### config.mk
export PLATFORM = sky130hd
export DESIGN_NAME = data_mem_responder
export DESIGN_NICKNAME = d
export VERILOG_FILES = /design/src/rtl/data_mem_responder.sv
export SDC_FILE = /design/constraint.sdc
export NUM_CORES = 2
export LEC_CHECK = 0
export CELL_PAD_IN_SITES_DETAIL_PLACEMENT = 0
export CELL_PAD_IN_SITES_GLOBAL_PLACEMENT = 1
export CORE_UTILIZATION = 56
export CTS_CLUSTER_DIAMETER = 150
export DETAILED_ROUTE_END_ITERATION = 8
export HOLD_SLACK_MARGIN = 0.03
export PLACE_DENSITY_LB_ADDON = 0.1
export SLEW_MARGIN = 15
export SYNTH_ARGS = -nofsm -noshare
export SYNTH_HDL_FRONTEND = slang
export SYNTH_SLANG_ARGS = --single-unit
### constraint.sdc
create_clock -name _iClk -period 4.7 [get_ports _iClk]
set_input_delay 0.94 -clock _iClk [delete_from_list [all_inputs] [get_ports _iClk]]
set_output_delay 0.94 -clock _iClk [all_outputs]
set_load 0.02 [all_outputs]
### src/rtl/data_mem_responder.sv
// Data-memory responder: byte RAM below IO_BASE, 16-byte I/O page above it.
// I/O page holds GPIO, a prescaled compare timer and a sticky irq flag.
module data_mem_responder #(
    parameter logic [7:0] IO_BASE = 8'hF0,
    parameter int         GPIO_W  = 8
) (
    input  logic              _iClk,
    input  logic              _iReset,
    input  logic [7:0]        _iDataMemAddr,
    input  logic [7:0]        _iDataMemWData,
    input  logic              _iDataMemWrite,
    output logic [7:0]        _oDataMemRData,
    input  logic [GPIO_W-1:0] _iGpioIn,
    output logic [GPIO_W-1:0] _oGpioOut,
    output logic              _oTimerIrq
);

    localparam logic [8:0] IO_LO = {1'b0, IO_BASE};
    localparam logic [8:0] IO_HI = IO_LO + 9'd16;
    localparam int         RAM_D = int'(IO_BASE);

    logic [8:0] addr9;
    logic       ram_sel;
    logic       io_sel;
    logic [3:0] off;

    assign addr9   = {1'b0, _iDataMemAddr};
    assign ram_sel = addr9 < IO_LO;
    assign io_sel  = !ram_sel && (addr9 < IO_HI);
    assign off     = _iDataMemAddr[3:0];

    logic io_we;
    logic wr_gpo;
    logic wr_cnt;
    logic wr_cmp;
    logic wr_pre;
    logic wr_ctl;
    logic wr_sts;

    assign io_we  = _iDataMemWrite && io_sel;
    assign wr_gpo = io_we && (off == 4'h0);
    assign wr_cnt = io_we && (off == 4'h2);
    assign wr_cmp = io_we && (off == 4'h3);
    assign wr_pre = io_we && (off == 4'h4);
    assign wr_ctl = io_we && (off == 4'h5);
    assign wr_sts = io_we && (off == 4'h6);

    logic [7:0] ram_q [0:RAM_D-1];

    always_ff @(posedge _iClk) begin
        if (_iDataMemWrite && ram_sel) begin
            ram_q[_iDataMemAddr] <= _iDataMemWData;
        end
    end

    logic [GPIO_W-1:0] gpo_q, gpo_d;
    logic [GPIO_W-1:0] sync1_q, sync2_q;
    logic [7:0]        count_q, count_d;
    logic [7:0]        compare_q, compare_d;
    logic [7:0]        prescale_q, prescale_d;
    logic [7:0]        pcnt_q, pcnt_d;
    logic [1:0]        ctrl_q, ctrl_d;
    logic              flag_q, flag_d;
    logic              irq_q, irq_d;
    logic              tick;
    logic              hit;

    always_comb begin
        tick = ctrl_q[0] && (pcnt_q == prescale_q);
        hit  = tick && (count_q == compare_q);

        gpo_d      = wr_gpo ? _iDataMemWData[GPIO_W-1:0] : gpo_q;
        compare_d  = wr_cmp ? _iDataMemWData : compare_q;
        prescale_d = wr_pre ? _iDataMemWData : prescale_q;
        ctrl_d     = wr_ctl ? _iDataMemWData[1:0] : ctrl_q;

        pcnt_d = pcnt_q;
        if (ctrl_q[0]) begin
            pcnt_d = tick ? 8'h00 : pcnt_q + 8'h01;
        end
        if (wr_pre) begin
            pcnt_d = 8'h00;
        end

        // compare uses the pre-write COUNT/COMPARE; a COUNT write still wins
        count_d = count_q;
        if (tick) begin
            count_d = hit ? 8'h00 : count_q + 8'h01;
        end
        if (wr_cnt) begin
            count_d = 8'h00;
        end

        flag_d = flag_q;
        if (wr_sts && _iDataMemWData[0]) begin
            flag_d = 1'b0;
        end
        if (hit) begin
            flag_d = 1'b1;
        end

        irq_d = flag_q && ctrl_q[1];
    end

    always_ff @(posedge _iClk or negedge _iReset) begin
        if (!_iReset) begin
            gpo_q      <= '0;
            sync1_q    <= '0;
            sync2_q    <= '0;
            count_q    <= 8'h00;
            compare_q  <= 8'h00;
            prescale_q <= 8'h00;
            pcnt_q     <= 8'h00;
            ctrl_q     <= 2'b00;
            flag_q     <= 1'b0;
            irq_q      <= 1'b0;
        end else begin
            gpo_q      <= gpo_d;
            sync1_q    <= _iGpioIn;
            sync2_q    <= sync1_q;
            count_q    <= count_d;
            compare_q  <= compare_d;
            prescale_q <= prescale_d;
            pcnt_q     <= pcnt_d;
            ctrl_q     <= ctrl_d;
            flag_q     <= flag_d;
            irq_q      <= irq_d;
        end
    end

    logic [7:0] gpo_ext;
    logic [7:0] gpi_ext;

    always_comb begin
        gpo_ext = 8'h00;
        gpi_ext = 8'h00;
        gpo_ext[GPIO_W-1:0] = gpo_q;
        gpi_ext[GPIO_W-1:0] = sync2_q;
    end

    always_comb begin
        _oDataMemRData = 8'h00;
        if (ram_sel) begin
            _oDataMemRData = ram_q[_iDataMemAddr];
        end else if (io_sel) begin
            case (off)
                4'h0:    _oDataMemRData = gpo_ext;
                4'h1:    _oDataMemRData = gpi_ext;
                4'h2:    _oDataMemRData = count_q;
                4'h3:    _oDataMemRData = compare_q;
                4'h4:    _oDataMemRData = prescale_q;
                4'h5:    _oDataMemRData = {6'b0, ctrl_q};
                4'h6:    _oDataMemRData = {7'b0, flag_q};
                default: _oDataMemRData = 8'h00;
            endcase
        end
    end

    assign _oGpioOut  = gpo_q;
    assign _oTimerIrq = irq_q;

endmodule

Yosys cells after proc, flatten, opt, wreduce, memory -nomap -nowiden
Memory sizes are Yosys's and may differ from the RTL's.
Index checks and enable logic that the tools add are counted.

word-level totals
  word-level logic and storage cells = 54
  memories = 1
  latch bits = 0
  RAM bits = 1,920
  ROM bits = 0
  output and inout port bits = 17
  input bits = 27
  register bits after elaboration = 60

operators by class
  bitwise gates (word level) = 0
  shifts and indexed selects = 0
  $lt $le $gt $ge = 2
  multipliers = 0
  divide/modulo/power cells = 0
  mux-type cells = 13
  reductions and logical operators = 18
  add/subtract/negate cells = 2
  eq/ne operators = 8

memories
  memory  words  width  read ports  clocked after Yosys merged registers in  write ports  RTL line  RTL
  ram_q   240    8      1           0                                        1            48        logic [7:0] ram_q [0:RAM_D-1];

operators with widths
  kind                 count
  $mux 8               8
  $pmux 8 s7           1
  $add 8x1->8 const B  2
  $eq 8x8->1           2
  $logic_and 1x1->1    13
  $eq 4x3->1 const B   3
  $lt 8x9->1 const B   1
  $eq 4x2->1 const B   2
  $lt 8x8->1 const B   1
  $reduce_bool 2->1    3
  $eq 4x1->1 const B   1
  $logic_not 4->1      1
  $mux 1               4
  $logic_not 1->1      1

Longest topological paths before layout
  word-level depth = 8
  gate-level depth with buffers = 12
  depth with buffers taken out = 6

Least setup slack after synthesis
Ideal clock, no wire load.

  path kind = in2out
  start point = input port _iDataMemAddr[0]
  end point = output port _oDataMemRData[2]
  arrival = 3.101 ns
  slack = 0.659 ns
  stages = 10
  required time = 3.760 ns
  buffers on the path = 4
  path through = buf_6 buf_4 buf_4 buf_2 mux4_2 a22oi_1 nor2_1 a21oi_1 o211ai_1 a2111o_1

on the way
  longest elaborated chain between the ends = 5
  elaborated cells on any way between the ends = 15
  those cells by class = order compare: 2; eq/ne: 6; mux: 3; reduce/logical: 3; memory: 1

RTL lines
  what                                                   RTL line  RTL
  start, declared                                        9         input logic [7:0] _iDataMemAddr,
  branches (longest 4 deep; another with $mem_v2 240x8)  n/a
  $mux 8 (*)                                             143       if (ram_sel) begin
  end, declared                                          12        output logic [7:0] _oDataMemRData,

Every way passes the cells marked *.

Worst setup path in the final report
  start point = input port _iDataMemAddr[6]
  end point = output port _oDataMemRData[2]

Same word-level chain as after synthesis.

==> impl_results.rst <==
.. list-table::
   :header-rows: 1

   * - Metric
     - Value
   * - Final sum of negative setup slack
     - -0.123 ns
   * - Via count
     - 41.4k
   * - CTS tree
     - done
   * - Number of nets at the end of the flow
     - 4379
   * - Max-cap violations
     - 0
   * - Sequential share of the synthesized area
     - 76.2%
   * - Crit Path Max Fanout
     - 10
   * - Highest clock frequency the design can meet
     - a little over 0.2 GHz
   * - Final critical delay including setup and external delays
     - 4.82 ns
   * - IO buf count
     - 43
   * - Post-DR vias/cell
     - ~6.6
   * - Synthesized flop and latch total
     - 1980
   * - Avg WL per Cell
     - ~34 µm
   * - Critical Path Start Type
     - primary input
   * - Clock share of power
     - between 40 and 50%
   * - Vias in the first global route
     - about 42k
   * - Number of buffers on the longest clock path
     - 3
   * - Starting density of the core
     - between 50 and 60%
   * - Clock-pin slew of the registers on the worst-case setup and hold paths
     - approximately 0.060 ns
   * - Path type of the worst setup path
     - primary input to output pin
   * - Dominant register cell in the synthesized netlist
     - sky130_fd_sc_hd__edfxtp_1
   * - Psw
     - 8.22 mW
   * - Result of the run
     - finished with violations
   * - Async set or reset register ratio after synthesis
     - 3.03%
   * - CTS Root Cell
     - sky130_fd_sc_hd__clkbuf_16
   * - Clock insertion delay at the later pin of the skew report
     - 0.84 ns
   * - Post-synth top area share
     - 74.3%
   * - Pwr per Cell Area
     - 410 nW/µm²
   * - Sort of element at the end of the critical path
     - output pin
   * - Count of nets left with antenna violations after detail routing
     - 0
   * - Row cnt
     - 136
   * - Area contributors post-synth
     - sky130_fd_sc_hd__edfxtp_1, sky130_fd_sc_hd__mux4_2, sky130_fd_sc_hd__dfrtp_1, sky130_fd_sc_hd__mux2i_1, sky130_fd_sc_hd__nor2_1
   * - Syn Inst Count
     - ~3.8k
   * - Gr usage total
     - a little under a third
   * - Total detailed-routing wirelength
     - between 200 and 250 mm
   * - Die Y-Extent
     - 374 µm
   * - Part of the total power dissipated in combinational logic
     - under 10%
   * - DRC errors left
     - 0
   * - Worst slew margin relative to its limit
     - 27.2%
   * - Switching share of total power
     - 22.0%
   * - Level count of the clock H-tree
     - 4
   * - Worst hold path class
     - primary input to async pin
   * - Cell type with the highest aggregate area in the netlist
     - sky130_fd_sc_hd__edfxtp_1
   * - Number of unique standard cell types used by synthesis
     - between 70 and 80
   * - N_diodes
     - 0
   * - Area growth syn-to-layout
     - 17.3%
   * - Overall die area
     - 140000 µm²
   * - Yosys warns
     - 0
   * - Post-route clock skew
     - 0.00420 ns
   * - Worst-margin pin slew
     - 1.09 ns
   * - Post-route setup slack
     - -0.123 ns
   * - Maximum number of pins on one net before global-route repair
     - between 100 and 150
   * - Final clock period utilization by the worst path
     - 103%
   * - Lkg Pwr
     - 29.9 nW
   * - Total internal power
     - 29.1 mW
   * - Final-report max-slew violation count
     - 0
   * - TritonCTS buffer count
     - around 200
   * - Core ar.
     - 137000 µm²
   * - Setup repair after global routing missed its margin
     - yes
   * - Layout cells sized above 1
     - 32.0%
   * - Tightest hold margin
     - 0.254 ns
   * - Violations in the final reports
     - negative setup slack
   * - Count of flip-flops with a built-in enable after synthesis
     - 1920
   * - Number of top-level design ports
     - 44
   * - Syn Area/Cell
     - 20.6 µm²
   * - Cts hold-fix bufs
     - 0
   * - Worst vdd rail ir drop
     - ~0.39 mV
   * - GR Overflow Total
     - 0
   * - Nets in the synthesized netlist
     - 3793
   * - CTS Sinks
     - 1980
   * - GPL Wtd Cong
     - ~0.9
   * - Global-route wire length before repair
     - about 300 mm
   * - Detailed-placement wirelength estimate
     - around 140 mm
   * - Die extent in x
     - 374 µm
   * - Synthesized cell area
     - 77600 µm²
   * - Required @ worst endpoint
     - 3.76 ns
   * - Antenna violations before repair
     - 4
   * - Proportion of power drawn by flip-flops and latches
     - 52.2%
   * - Detailed router's first-iteration violation count
     - roughly 5.4k
   * - Final Setup Violations
     - 2
   * - Data arrival time at the worst-slack endpoint
     - around 3.9 ns
   * - Final hold viol count
     - 0
   * - Number of iterations in the first detailed-routing pass
     - 5
[metrics by stage]
stage               util (%)  power (mW)  instance area (µm²)  std cells  setup slack, ns
floorplan                  -        20.9                77600       3764            0.659
global placement        61.0        22.1                83900       5904           -0.323
detailed placement      61.0        22.1                83900       5904           -0.340
CTS                     65.9        37.5                90600       6272          -0.0149
global route            66.2        38.3                91000       6302          -0.0570
finish                  66.2        37.4                91000       6302           -0.123
[synth_stat cells, types with 7 or more instances]
library cell,instances
sky130_fd_sc_hd__inv_1,8
sky130_fd_sc_hd__o211ai_1,20
sky130_fd_sc_hd__a211oi_1,22
sky130_fd_sc_hd__a32oi_1,7
sky130_fd_sc_hd__o221ai_1,16
sky130_fd_sc_hd__nand4b_1,9
sky130_fd_sc_hd__nor2b_1,13
sky130_fd_sc_hd__nand3_1,43
sky130_fd_sc_hd__a21oi_1,25
sky130_fd_sc_hd__a22oi_1,53
sky130_fd_sc_hd__buf_4,45
sky130_fd_sc_hd__nand2_1,120
sky130_fd_sc_hd__edfxtp_1,1920
sky130_fd_sc_hd__nand2b_1,8
sky130_fd_sc_hd__mux2i_1,127
sky130_fd_sc_hd__and3_1,19
sky130_fd_sc_hd__buf_2,86
sky130_fd_sc_hd__o22ai_1,62
sky130_fd_sc_hd__nand3b_1,7
sky130_fd_sc_hd__a22o_1,13
sky130_fd_sc_hd__buf_6,19
sky130_fd_sc_hd__nand4_1,9
sky130_fd_sc_hd__a31oi_1,14
sky130_fd_sc_hd__nor3_1,17
sky130_fd_sc_hd__xnor2_1,17
sky130_fd_sc_hd__mux4_2,445
sky130_fd_sc_hd__mux2_2,49
sky130_fd_sc_hd__clkbuf_1,76
sky130_fd_sc_hd__o21ai_0,32
sky130_fd_sc_hd__nor2_1,281
sky130_fd_sc_hd__dfrtp_1,60
sky130_fd_sc_hd__nor4_1,12
[layer usage]
layer  vias up  GRT usage, %  wire length [µm]
met5         -             0                48
met4         6          9.62              6860
met3       343          5.56             19600
met2      2180          47.4             99700
met1     22100          45.0             85700
li1      16800             -                 -
[worst max-delay path, cell delays in order]
cell	delay, ns
sky130_fd_sc_hd__clkdlybuf4s50_1	0.49
sky130_fd_sc_hd__buf_4	0.24
sky130_fd_sc_hd__and4b_1	0.28
sky130_fd_sc_hd__buf_4	0.17
sky130_fd_sc_hd__a22oi_2	0.17
sky130_fd_sc_hd__o22ai_1	0.12
sky130_fd_sc_hd__nor3_2	0.27
sky130_fd_sc_hd__nand4_1	0.32
sky130_fd_sc_hd__a2111o_1	0.67
sky130_fd_sc_hd__buf_6	0.20
[area by class of cell]
| class | instances | area, µm² |
|---|---|---|
| clock buffer | 224 | 5030 |
| clock inverter | 133 | 1330 |
| sequential | 1980 | 59200 |
| tap | 1794 | 2240 |
| inverter | 11 | 53.8 |
| timing repair buffer | 620 | 5910 |
| multi-input combinational | 1540 | 17300 |
| fill | 8973 | 46500 |
[kinds of logic after synthesis]
logic type      count (synthesis)  synth area share, %
compound gates                315                 2.89
xor+xnor                       21                0.237
fa+ha+maj                       2               0.0322
buf+inv                       244                 1.77
flops                        1980                 76.2
mux                           627                 15.5
simple gates                  575                 3.38
[cell usage in the layout (no fill, tap or decap), types with 20 or more instances in the layout]
cell type,instances
sky130_fd_sc_hd__mux4_2,447
sky130_fd_sc_hd__buf_4,496
sky130_fd_sc_hd__clkinv_1,42
sky130_fd_sc_hd__edfxtp_1,1920
sky130_fd_sc_hd__clkbuf_16,198
sky130_fd_sc_hd__o21ai_0,29
sky130_fd_sc_hd__mux2i_1,126
sky130_fd_sc_hd__a22oi_1,50
sky130_fd_sc_hd__nor2_1,276
sky130_fd_sc_hd__nand3_1,43
sky130_fd_sc_hd__o22ai_1,61
sky130_fd_sc_hd__clkinv_2,50
sky130_fd_sc_hd__nand2_1,118
sky130_fd_sc_hd__o211ai_1,20
sky130_fd_sc_hd__mux2_2,49
sky130_fd_sc_hd__buf_12,74
sky130_fd_sc_hd__dfrtp_1,60
sky130_fd_sc_hd__clkbuf_1,27
[repair_timing]
action | 4_1_cts | 5_1_grt
buffers inserted | 9 | 30
pin swaps | 9 | 15
gates resized for setup | 45 | 31
endpoints found under the setup margin | 8 | 8
cloned | 3 | 1
[worst paths after layout]
check                      slack, ns  cells after the start                end             start
setup / recovery               -0.12                     10  _oDataMemRData[2]  _iDataMemAddr[6]
hold / removal                  0.25                      2         sync1_q[5]           _iReset
setup reg to reg                2.18                      6         count_q[5]         ctrl_q[0]
hold reg to reg                 0.36                      0         gpi_ext[0]        sync1_q[0]
max in group asynchronous       3.93                      2          ctrl_q[0]           _iReset
min in group _iClk              0.36                      0         gpi_ext[0]        sync1_q[0]
[power by group through the flow]
stage | Combinational [mW] | Clock [mW] | Sequential (mW)
detailed placement | 2.23 | 0 | 19.9
floorplan | 1.05 | 0 | 19.9
CTS | 2.28 | 15.7 | 19.5
finish | 2.33 | 15.5 | 19.5
global placement | 2.19 | 0 | 19.9
global route | 2.43 | 16.3 | 19.5
[registers in the layout, summed over array words and instances (netlist names)]
signal and flops:
_oGpioOut 8, _oTimerIrq 1, compare_q 8, count_q 8, ctrl_q 2, flag_q 1, gpi_ext 8, pcnt_q 8
prescale_q 8, ram_q 1920, sync1_q 8
(Power assumes the default switching activity.)
